## src/rtl/edge_delay_mc_pkg.sv

```systemverilog
`default_nettype none
// ============================================================================
// Module   : edge_delay_mc_pkg
// Purpose  : Shared definitions for the multi-channel edge delay block:
//            mode encoding, the counter container type and the saturating
//            delay-to-load conversion used by every channel.
// Ports    : (package, none)
// Revision : 1.0  initial release
// ============================================================================
package edge_delay_mc_pkg;

   // Mode encoding for the global mode input.
   typedef enum logic {
      MODE_HOLD   = 1'b0,   // counter freezes while an edge is withdrawn
      MODE_FILTER = 1'b1    // counter restarts while an edge is withdrawn
   } mode_e;

   // Widest delay counter supported. Channels size their counter with their
   // own DW parameter and move values through this container type, so DW
   // may be anything from 1 up to CNT_MAX_W.
   localparam int CNT_MAX_W = 32;
   typedef logic [CNT_MAX_W-1:0] cnt_max_t;

   // Counter load for a programmed delay: dly-1, but 0 stays 0 so a zero
   // delay behaves like a one-cycle delay instead of wrapping to 2^DW-1.
   function automatic cnt_max_t sat_dec(input cnt_max_t dly);
      return (dly == '0) ? '0 : (dly - cnt_max_t'(1));
   endfunction

endpackage : edge_delay_mc_pkg
`default_nettype wire

```

## src/rtl/edge_delay_ch.sv

```systemverilog
`default_nettype none
// ============================================================================
// Module   : edge_delay_ch
// Purpose  : One channel of the edge delay block: input synchronizer,
//            delay down-counter, registered output and edge strobes.
// Ports    : clk, rst_n          clock, async active-low reset
//            en                  freeze counter/output when low
//            mode                MODE_HOLD / MODE_FILTER
//            rise_dly, fall_dly  delay in cycles for rising / falling edges
//            sgn_in              asynchronous input
//            sgn_out             delayed output (registered)
//            rise_pulse          1-cycle strobe after sgn_out rose
//            fall_pulse          1-cycle strobe after sgn_out fell
//            busy                synchronized input differs from sgn_out
// Revision : 1.0  initial release
// ============================================================================
module edge_delay_ch
   import edge_delay_mc_pkg::*;
#(
   parameter int DW          = 8,
   parameter int SYNC_STAGES = 2
) (
   input  logic          clk,
   input  logic          rst_n,
   input  logic          en,
   input  logic          mode,
   input  logic [DW-1:0] rise_dly,
   input  logic [DW-1:0] fall_dly,
   input  logic          sgn_in,
   output logic          sgn_out,
   output logic          rise_pulse,
   output logic          fall_pulse,
   output logic          busy
);

   logic [SYNC_STAGES-1:0] sync_q;
   logic                   sgn_s;
   logic [DW-1:0]          cnt;
   logic                   out_prev;
   logic [DW-1:0]          dly_sel;
   logic [DW-1:0]          load_val;

   assign sgn_s = sync_q[SYNC_STAGES-1];

   // The delay to load is always the one for the edge that would come next
   // once sgn_out equals sgn_s: after accepting a rise (sgn_s=1) the next
   // edge is a fall, and while idle at 1 the pending edge is also a fall.
   // So a single select on sgn_s serves both the accept and the reload case.
   assign dly_sel  = sgn_s ? fall_dly : rise_dly;
   assign load_val = DW'(sat_dec(cnt_max_t'(dly_sel)));

   assign busy = sgn_s ^ sgn_out;

   always_ff @(posedge clk or negedge rst_n) begin
      if (!rst_n) begin
         sync_q     <= '0;
         cnt        <= '0;
         sgn_out    <= 1'b0;
         out_prev   <= 1'b0;
         rise_pulse <= 1'b0;
         fall_pulse <= 1'b0;
      end else begin
         // Synchronizer runs regardless of en.
         sync_q   <= {sync_q[SYNC_STAGES-2:0], sgn_in};
         out_prev <= sgn_out;
         if (en) begin
            // out_prev lags sgn_out by one cycle, so the strobe lands in
            // the cycle after sgn_out changed.
            rise_pulse <= sgn_out & ~out_prev;
            fall_pulse <= ~sgn_out & out_prev;
            if (sgn_s != sgn_out) begin
               if (cnt != '0) begin
                  cnt <= cnt - DW'(1);
               end else begin
                  sgn_out <= sgn_s;
                  cnt     <= load_val;
               end
            end else if (mode == MODE_FILTER) begin
               cnt <= load_val;
            end
         end else begin
            rise_pulse <= 1'b0;
            fall_pulse <= 1'b0;
         end
      end
   end

endmodule : edge_delay_ch
`default_nettype wire

```

## src/rtl/edge_delay_mc.sv

```systemverilog
`default_nettype none
// ============================================================================
// Module   : edge_delay_mc
// Purpose  : Multi-channel edge delay / glitch filter. Each channel delays
//            rising and falling edges of an asynchronous input by shared,
//            programmable cycle counts.
// Ports    : clk, rst_n          clock, async active-low reset
//            en                  global enable
//            mode                0 = hold, 1 = filter
//            rise_dly, fall_dly  shared edge delays (cycles)
//            sgn_in  [CH]        asynchronous inputs
//            sgn_out [CH]        delayed outputs
//            rise_pulse [CH]     strobe after sgn_out rose
//            fall_pulse [CH]     strobe after sgn_out fell
//            busy [CH]           edge pending on the channel
// Revision : 1.0  initial release
// ============================================================================
module edge_delay_mc
   import edge_delay_mc_pkg::*;
#(
   parameter int CH          = 4,
   parameter int DW          = 8,
   parameter int SYNC_STAGES = 2
) (
   input  logic          clk,
   input  logic          rst_n,
   input  logic          en,
   input  logic          mode,
   input  logic [DW-1:0] rise_dly,
   input  logic [DW-1:0] fall_dly,
   input  logic [CH-1:0] sgn_in,
   output logic [CH-1:0] sgn_out,
   output logic [CH-1:0] rise_pulse,
   output logic [CH-1:0] fall_pulse,
   output logic [CH-1:0] busy
);

   for (genvar i = 0; i < CH; i++) begin : g_ch
      edge_delay_ch #(
         .DW          (DW),
         .SYNC_STAGES (SYNC_STAGES)
      ) u_ch (
         .clk        (clk),
         .rst_n      (rst_n),
         .en         (en),
         .mode       (mode),
         .rise_dly   (rise_dly),
         .fall_dly   (fall_dly),
         .sgn_in     (sgn_in[i]),
         .sgn_out    (sgn_out[i]),
         .rise_pulse (rise_pulse[i]),
         .fall_pulse (fall_pulse[i]),
         .busy       (busy[i])
      );
   end

endmodule : edge_delay_mc
`default_nettype wire

```

## config.mk

```make
export PLATFORM = sky130hd
export DESIGN_NAME = edge_delay_mc
export DESIGN_NICKNAME = d
export VERILOG_FILES = /design/src/rtl/edge_delay_mc_pkg.sv /design/src/rtl/edge_delay_ch.sv /design/src/rtl/edge_delay_mc.sv
export SDC_FILE = /design/constraint.sdc
export NUM_CORES = 1
export LEC_CHECK = 0
export ABC_CLOCK_PERIOD_IN_PS = 4900
export CAP_MARGIN = 20
export CORE_MARGIN = 8
export CORE_UTILIZATION = 35
export CTS_CLUSTER_SIZE = 8
export DETAILED_ROUTE_END_ITERATION = 10
export GPL_TIMING_DRIVEN = 0
export PLACE_DENSITY_LB_ADDON = 0.25
export SYNTH_ARGS = -nofsm -noshare
export SYNTH_HDL_FRONTEND = slang
export SYNTH_SLANG_ARGS = --single-unit
export TNS_END_PERCENT = 50
```

## constraint.sdc

```tcl
create_clock -name clk -period 4.9 [get_ports clk]
set_input_delay 0.98 -clock clk [delete_from_list [all_inputs] [get_ports clk]]
set_output_delay 0.98 -clock clk [all_outputs]
set_load 0.05 [all_outputs]
```

# Yosys cells after proc, flatten, opt, wreduce, memory -nomap -nowiden
# Index checks and enable logic that the tools add are counted.
[word_totals]
out_inout_bits = 16
reg_bits = 56
in_bits = 24
wordCells = 108
[classes]
eq_ne = 4
add_sub_neg = 8
bitwise = 24
muxes = 28
reduce_logical = 20
[op_table]
columns = ["cell", "count"]
rows = [
  ["8-bit two-way mux", 20],
  ["8-bit by 1-bit subtractor with 8-bit output (second input constant)", 8],
  ["8-bit zero test", 4],
  ["8-bit nonzero test", 4],
  ["1-bit inverter", 12],
  ["3-bit AND reduction", 4],
  ["1-bit AND", 8],
  ["1-bit two-way mux", 8],
  ["2-bit AND reduction", 4],
  ["2-bit nonzero test", 4],
  ["1-bit != test", 4],
  ["1-bit bitwise XOR", 4],
]

# Logic depth before layout (Yosys ltp)
# Gate-level depths: netlist (run 1).
[depth]
depth_word = 5
mapped_depth = 9
ltp_nobuf = 7

# By module
# A second synthesis (run 1) with hierarchy kept.
[hier_totals]
cells_unflattened = 468
area_unflattened_um2 = 4474.3
[modules_own_cells]
columns = ["mod", "cells_each", "area_each_um2", "seq_area_each_um2", "n_inst"]
rows = [
  ["edge_delay_ch", 117, 1118.6, 350.3, 4],
]

# Worst setup path after synthesis (run 1)
# No wires, ideal clock.
[synth_path]
kind = "input -> register"
from = "input port fall_dly[6]"
to = "register g_ch[3].u_ch.cnt[1]"
path_slack_ps = 2527
arrival_time_ps = 2242
setup_ps = 131
required_ps = 4769
path_buffers = 1
cell_stages = 6
path_cell_list = "buf_2 nor4_4 mux2i_1 or3_4 a311oi_1 a21oi_1"
[synth_between]
elab_chain_len = 5
elab_cells_between_ends = 6
cone_classes = "mux (5); reduce/logical (1)"
[synth_rtl]
columns = ["element", "line", "source"]
rows = [
  ["start: declaration", "edge_delay_mc.sv:30", "input logic [DW-1:0] fall_dly,"],
  ["8-bit two-way mux (*)", "edge_delay_ch.sv:49", "assign dly_sel = sgn_s ? fall_dly : rise_dly;"],
  ["8-bit zero test (*)", "edge_delay_mc_pkg.sv:27", "return (dly == '0) ? '0 : (dly - cnt_max_t'(1));"],
  ["8-bit two-way mux (*)", "edge_delay_mc_pkg.sv:27", ""],
  ["8-bit two-way mux (on tied branches)", "edge_delay_ch.sv:78, edge_delay_ch.sv:72", ""],
  ["8-bit two-way mux (*)", "edge_delay_ch.sv:71", "if (sgn_s != sgn_out) begin"],
  ["end signal: assignment", "edge_delay_ch.sv:73", "cnt <= cnt - DW'(1);"],
  ["end signal: assignment", "edge_delay_ch.sv:76", "cnt <= load_val;"],
  ["end signal: assignment", "edge_delay_ch.sv:79", "cnt <= load_val;"],
  ["end: declaration", "edge_delay_ch.sv:38", "logic [DW-1:0] cnt;"],
]
# Mark *: on every way between the ends. The rest lies on a longest branch, timed or not. The select of a mux whose other input is x is not followed.
# A chain may end at the register's enable or synchronous reset.

# Worst setup path in the final report (run 1)
[layout_path]
from = "register g_ch[1].u_ch.sync_q[1]"
to = "output port busy[1]"
[layout_between]
elab_chain_len = 1
[layout_rtl]
columns = ["element", "line", "source"]
rows = [
  ["start: declaration", "edge_delay_ch.sv:36", "logic [SYNC_STAGES-1:0] sync_q;"],
  ["start signal: assignment", "edge_delay_ch.sv:64", "sync_q <= {sync_q[SYNC_STAGES-2:0], sgn_in};"],
  ["1-bit bitwise XOR", "edge_delay_ch.sv:52", "assign busy = sgn_s ^ sgn_out;"],
  ["end: declaration", "edge_delay_mc.sv:35", "output logic [CH-1:0] busy"],
]
# Every way passes these cells.

==> key figures, run 1 <==
Run status
  – Outcome: complete, no violations

STA
  – Slew Viols, Final: 0
  – Worst rel slew slack: 0.413
  – Setup TNS: 0 ns
  – RSZ-0062 raised after global routing: no
  – Final hold violation count: 0
  – Clk_skew: between 0.01 and 0.015 ns
  – Crit share post-route: 0.650
  – Final Setup Violations: 0
  – Fin Hold WS: ~0.35 ns
  – Max Clk Rate: ~310 MHz
  – Tmin final: about 3.2 ns
  – Slew @ Worst Pin: around 0.87 ns

Power and ir drop
  – PD cells: between 400 and 500 mW/mm^2
  – P_leak: between 0.0015 and 0.002 uW
  – VDD IR-drop max: around 170 uV

Floorplan
  – Ports: 40
  – Chip Width: 125 um
  – Initial Utilization: 0.361
  – Core ar.: between 0.01 and 0.015 sq mm
  – Die H: around 120 um
  – Row count: 39
  – Die area: roughly 0.016 sq mm

Routing
  – Final ANT Viol Nets: 0
  – Avg WL per Cell: about 17 um
  – Initial DRC count: 247
  – Residual DRC: 0
  – Wirelength, routed: roughly 11000 um
  – Total number of vias: approximately 3700
  – Detailed Routing Iterations Pass 1: 5
  – Vias per inst: around 5.6

Placement
  – Hpwl dp: 8530 um
  – Post-placement cell area: 0.00467 sq mm
  – Gpl congestion: 0.953
  – Port-buffer cells: 32

Synthesis
  – Distinct cells, synth: 62
  – Yosys warns: 0
  – Compound-gate portion of the synthesized area: 0.196
  – Mux share of post-synthesis cell area: 0.0765
  – Largest family of logic cells by synthesized area: simple AND/OR/NAND/NOR gates
  – Mean Syn Cell Area: between 8 and 9 sq um
  – EDFF count, synth: 0
  – Post-synthesis simple-gate area fraction: 0.206
  – Post-synthesis sequential area ratio: 0.337
  – Syn nets: 515
  – Synth Area in Adders: 0.0482
  – Yosys reg bits: 56
  – Asr flop ratio synth: 1.00
  – Cells after Synth: about 480
  – Fraction of synthesized cell area in xor and xnor cells: 0.0648
  – Synthesized area: 0.00415 sq mm
  – Post-synth top flop: dfrtp_1

Global route
  – Initial antenna violation count: 0
  – All-Layer GR Usage: 0.145
  – Vias in the first global route: 3663
  – GR Overflow Total: 0
  – Pin count of the biggest net entering global routing: 33
  – First-pass GRT wire length: approximately 19000 um

Layout
  – Finished Cell Area: a little under 0.005 sq mm
  – Layout area overhead: 15.9%
  – Most common cell after layout, fill and taps aside: nand2_1
  – Ant diodes: 0
  – Fin nets: 555
  – Share of post-route cells with drive strength above 1: 0.112
  – Most frequent cells in the layout: nand2_1 (60), dfrtp_1 (56), nor2_1 (34)

Critical path
  – Crit-path max FO: 7
  – Worst endpoint required time: around 3.9 ns
  – CP endpoint kind: output port
  – Type of origin of the critical path: flip-flop
  – Data arrival, critical path: 2.21 ns
  – WS Path Type: reg -> out

Clock network
  – Worst skew pair latency: roughly 0.3 ns
  – Hold buffers post-CTS: 0
  – H-tree levels: 2
  – TritonCTS clock tree: yes
  – CTS buffer count: 5
  – Post-CTS Resized: 0
  – Clk root buf: clkbuf_16
  – # Post-CTS Setup Buffers: 0
  – CTS max path bufs: 2
  – Clock Pin Slew Worst Setup and Hold Paths: 0.07 ns
  – # clock sinks: 56

Flow run
  – Max Cap Violations: 0

Hold path
  – Hold Path Class: reg -> reg
==> worst max-delay path: stages, from the launching register on <==
cell and delay, ns:
dfrtp_1 0.39, buf_2 0.19, xnor2_2 0.29, inv_1 0.18, buf_4 0.17, clkdlybuf4s50_1 0.69
==> area by class of cell <==
| class | instances | area, sq um |
|---|---|---|
| multi-input combinational | 361 | 2460 |
| tap | 143 | 179 |
| buffer | 35 | 210 |
| inverter | 23 | 86.3 |
| clock inverter | 2 | 16.3 |
| timing repair buffer | 33 | 335 |
| clock buffer | 6 | 129 |
| sequential | 56 | 1400 |
| fill | 1142 | 6700 |
==> routing by layer <==
metal / GRT usage / vias to the layer above / share of wire / wire length (um)
li1: - / 1770 / - / -
met1: 0.191 / 1773 / 0.47 / 5280
met2: 0.225 / 102 / 0.45 / 5030
met3: 0.0327 / 16 / 0.055 / 610
met4: 0.0595 / 0 / 0.021 / 238
met5: 0 / - / 0 / 0
==> path summary, 6_finish.rpt <==
| path | start | to | slack [ns] | cells after the start |
|---|---|---|---|---|
| setup / recovery | g_ch[1].u_ch.sync_q[1] | busy[1] | 1.71 | 5 |
| hold / removal | g_ch[1].u_ch.sync_q[0] | g_ch[1].u_ch.sync_q[1] | 0.35 | 0 |
| setup reg to reg | g_ch[1].u_ch.sync_q[1] | g_ch[1].u_ch.cnt[3] | 2.24 | 9 |
| hold reg to reg | g_ch[1].u_ch.sync_q[0] | g_ch[1].u_ch.sync_q[1] | 0.35 | 0 |
| max in group asynchronous | rst_n | g_ch[2].u_ch.cnt[3] | 3.61 | 2 |
| min in group asynchronous | rst_n | g_ch[1].u_ch.cnt[3] | 0.69 | 1 |
==> kinds of logic after synthesis <==
logic type,count (synthesis)
AO/OA/AOI/OAI,125
XOR/XNOR,26
adder cells (fa/ha/maj),16
buffers and inverters,58
flip-flops,56
multiplexers,31
AND/OR/NAND/NOR,163
==> state kept, by name, summed over array words and instances (netlist names) <==
register / cells
g_ch.u_ch.out_prev: 4
g_ch.u_ch.rise_pulse: 4
g_ch.u_ch.fall_pulse: 4
g_ch.u_ch.cnt: 32
g_ch.u_ch.sgn_out: 4
g_ch.u_ch.sync_q: 8
==> cells in the mapped netlist, types with 5 or more instances <==
master	number	area share
o211ai_1	12	0.022
nand3_1	11	0.013
buf_4	17	0.031
clkbuf_1	7	0.0063
mux2_2	6	0.016
buf_2	6	0.0072
nand2_1	60	0.054
inv_1	23	0.021
a22oi_1	5	0.0090
ha_1	16	0.048
dfrtp_1	56	0.34
o21ai_0	28	0.034
nor4_1	5	0.0075
nor2_1	34	0.031
a21oi_1	31	0.037
mux2i_1	25	0.060
nor3_1	11	0.013
xnor2_1	20	0.042
nor3b_1	8	0.014
==> through the flow <==
stage	setup slack, ns	instances	utilization	total power [uW]
2_1_floorplan	2.53	475	-	1620
3_3_place_gp	0.950	650	0.404	1910
3_5_place_dp	1.58	651	0.405	1930
4_1_cts	1.70	659	0.418	2310
5_1_grt	1.61	659	0.418	2480
6_report	1.71	659	0.418	2300
==> report_power, final <==
group,switching (uW),internal (uW)
clock,177,191
combinational,655,449
sequential,192,635
total,1020,1280
No activity file was read; power rests on OpenSTA's default activity.
==> run 2: changes to the inputs <==
--- a/config.mk
+++ b/config.mk
@@ -5,7 +5,7 @@
 export SDC_FILE = /design/constraint.sdc
 export NUM_CORES = 1
 export LEC_CHECK = 0
-export ABC_CLOCK_PERIOD_IN_PS = 4900
+export ABC_CLOCK_PERIOD_IN_PS = 2890
 export CAP_MARGIN = 20
 export CORE_MARGIN = 8
 export CORE_UTILIZATION = 35
==> constraint.sdc (replaced) <==
create_clock -name clk -period 2.89 [get_ports clk]
set_input_delay 0.578 -clock clk [delete_from_list [all_inputs] [get_ports clk]]
set_output_delay 0.578 -clock clk [all_outputs]
set_load 0.05 [all_outputs]
==> results of run 2 <==
Same layout as run 1 (identical final DEF). Status: complete, no violations.
Among the figures that moved: setup slack after placement 1.58 ns -> -0.0299 ns; setup slack after layout 1.71 ns -> 0.105 ns; hold slack 0.350 ns -> 0.288 ns; register-to-register setup slack 2.24 ns -> 0.23 ns; total power 2300 uW -> 3900 uW; worst IR drop on VDD 167 uV -> 283 uV
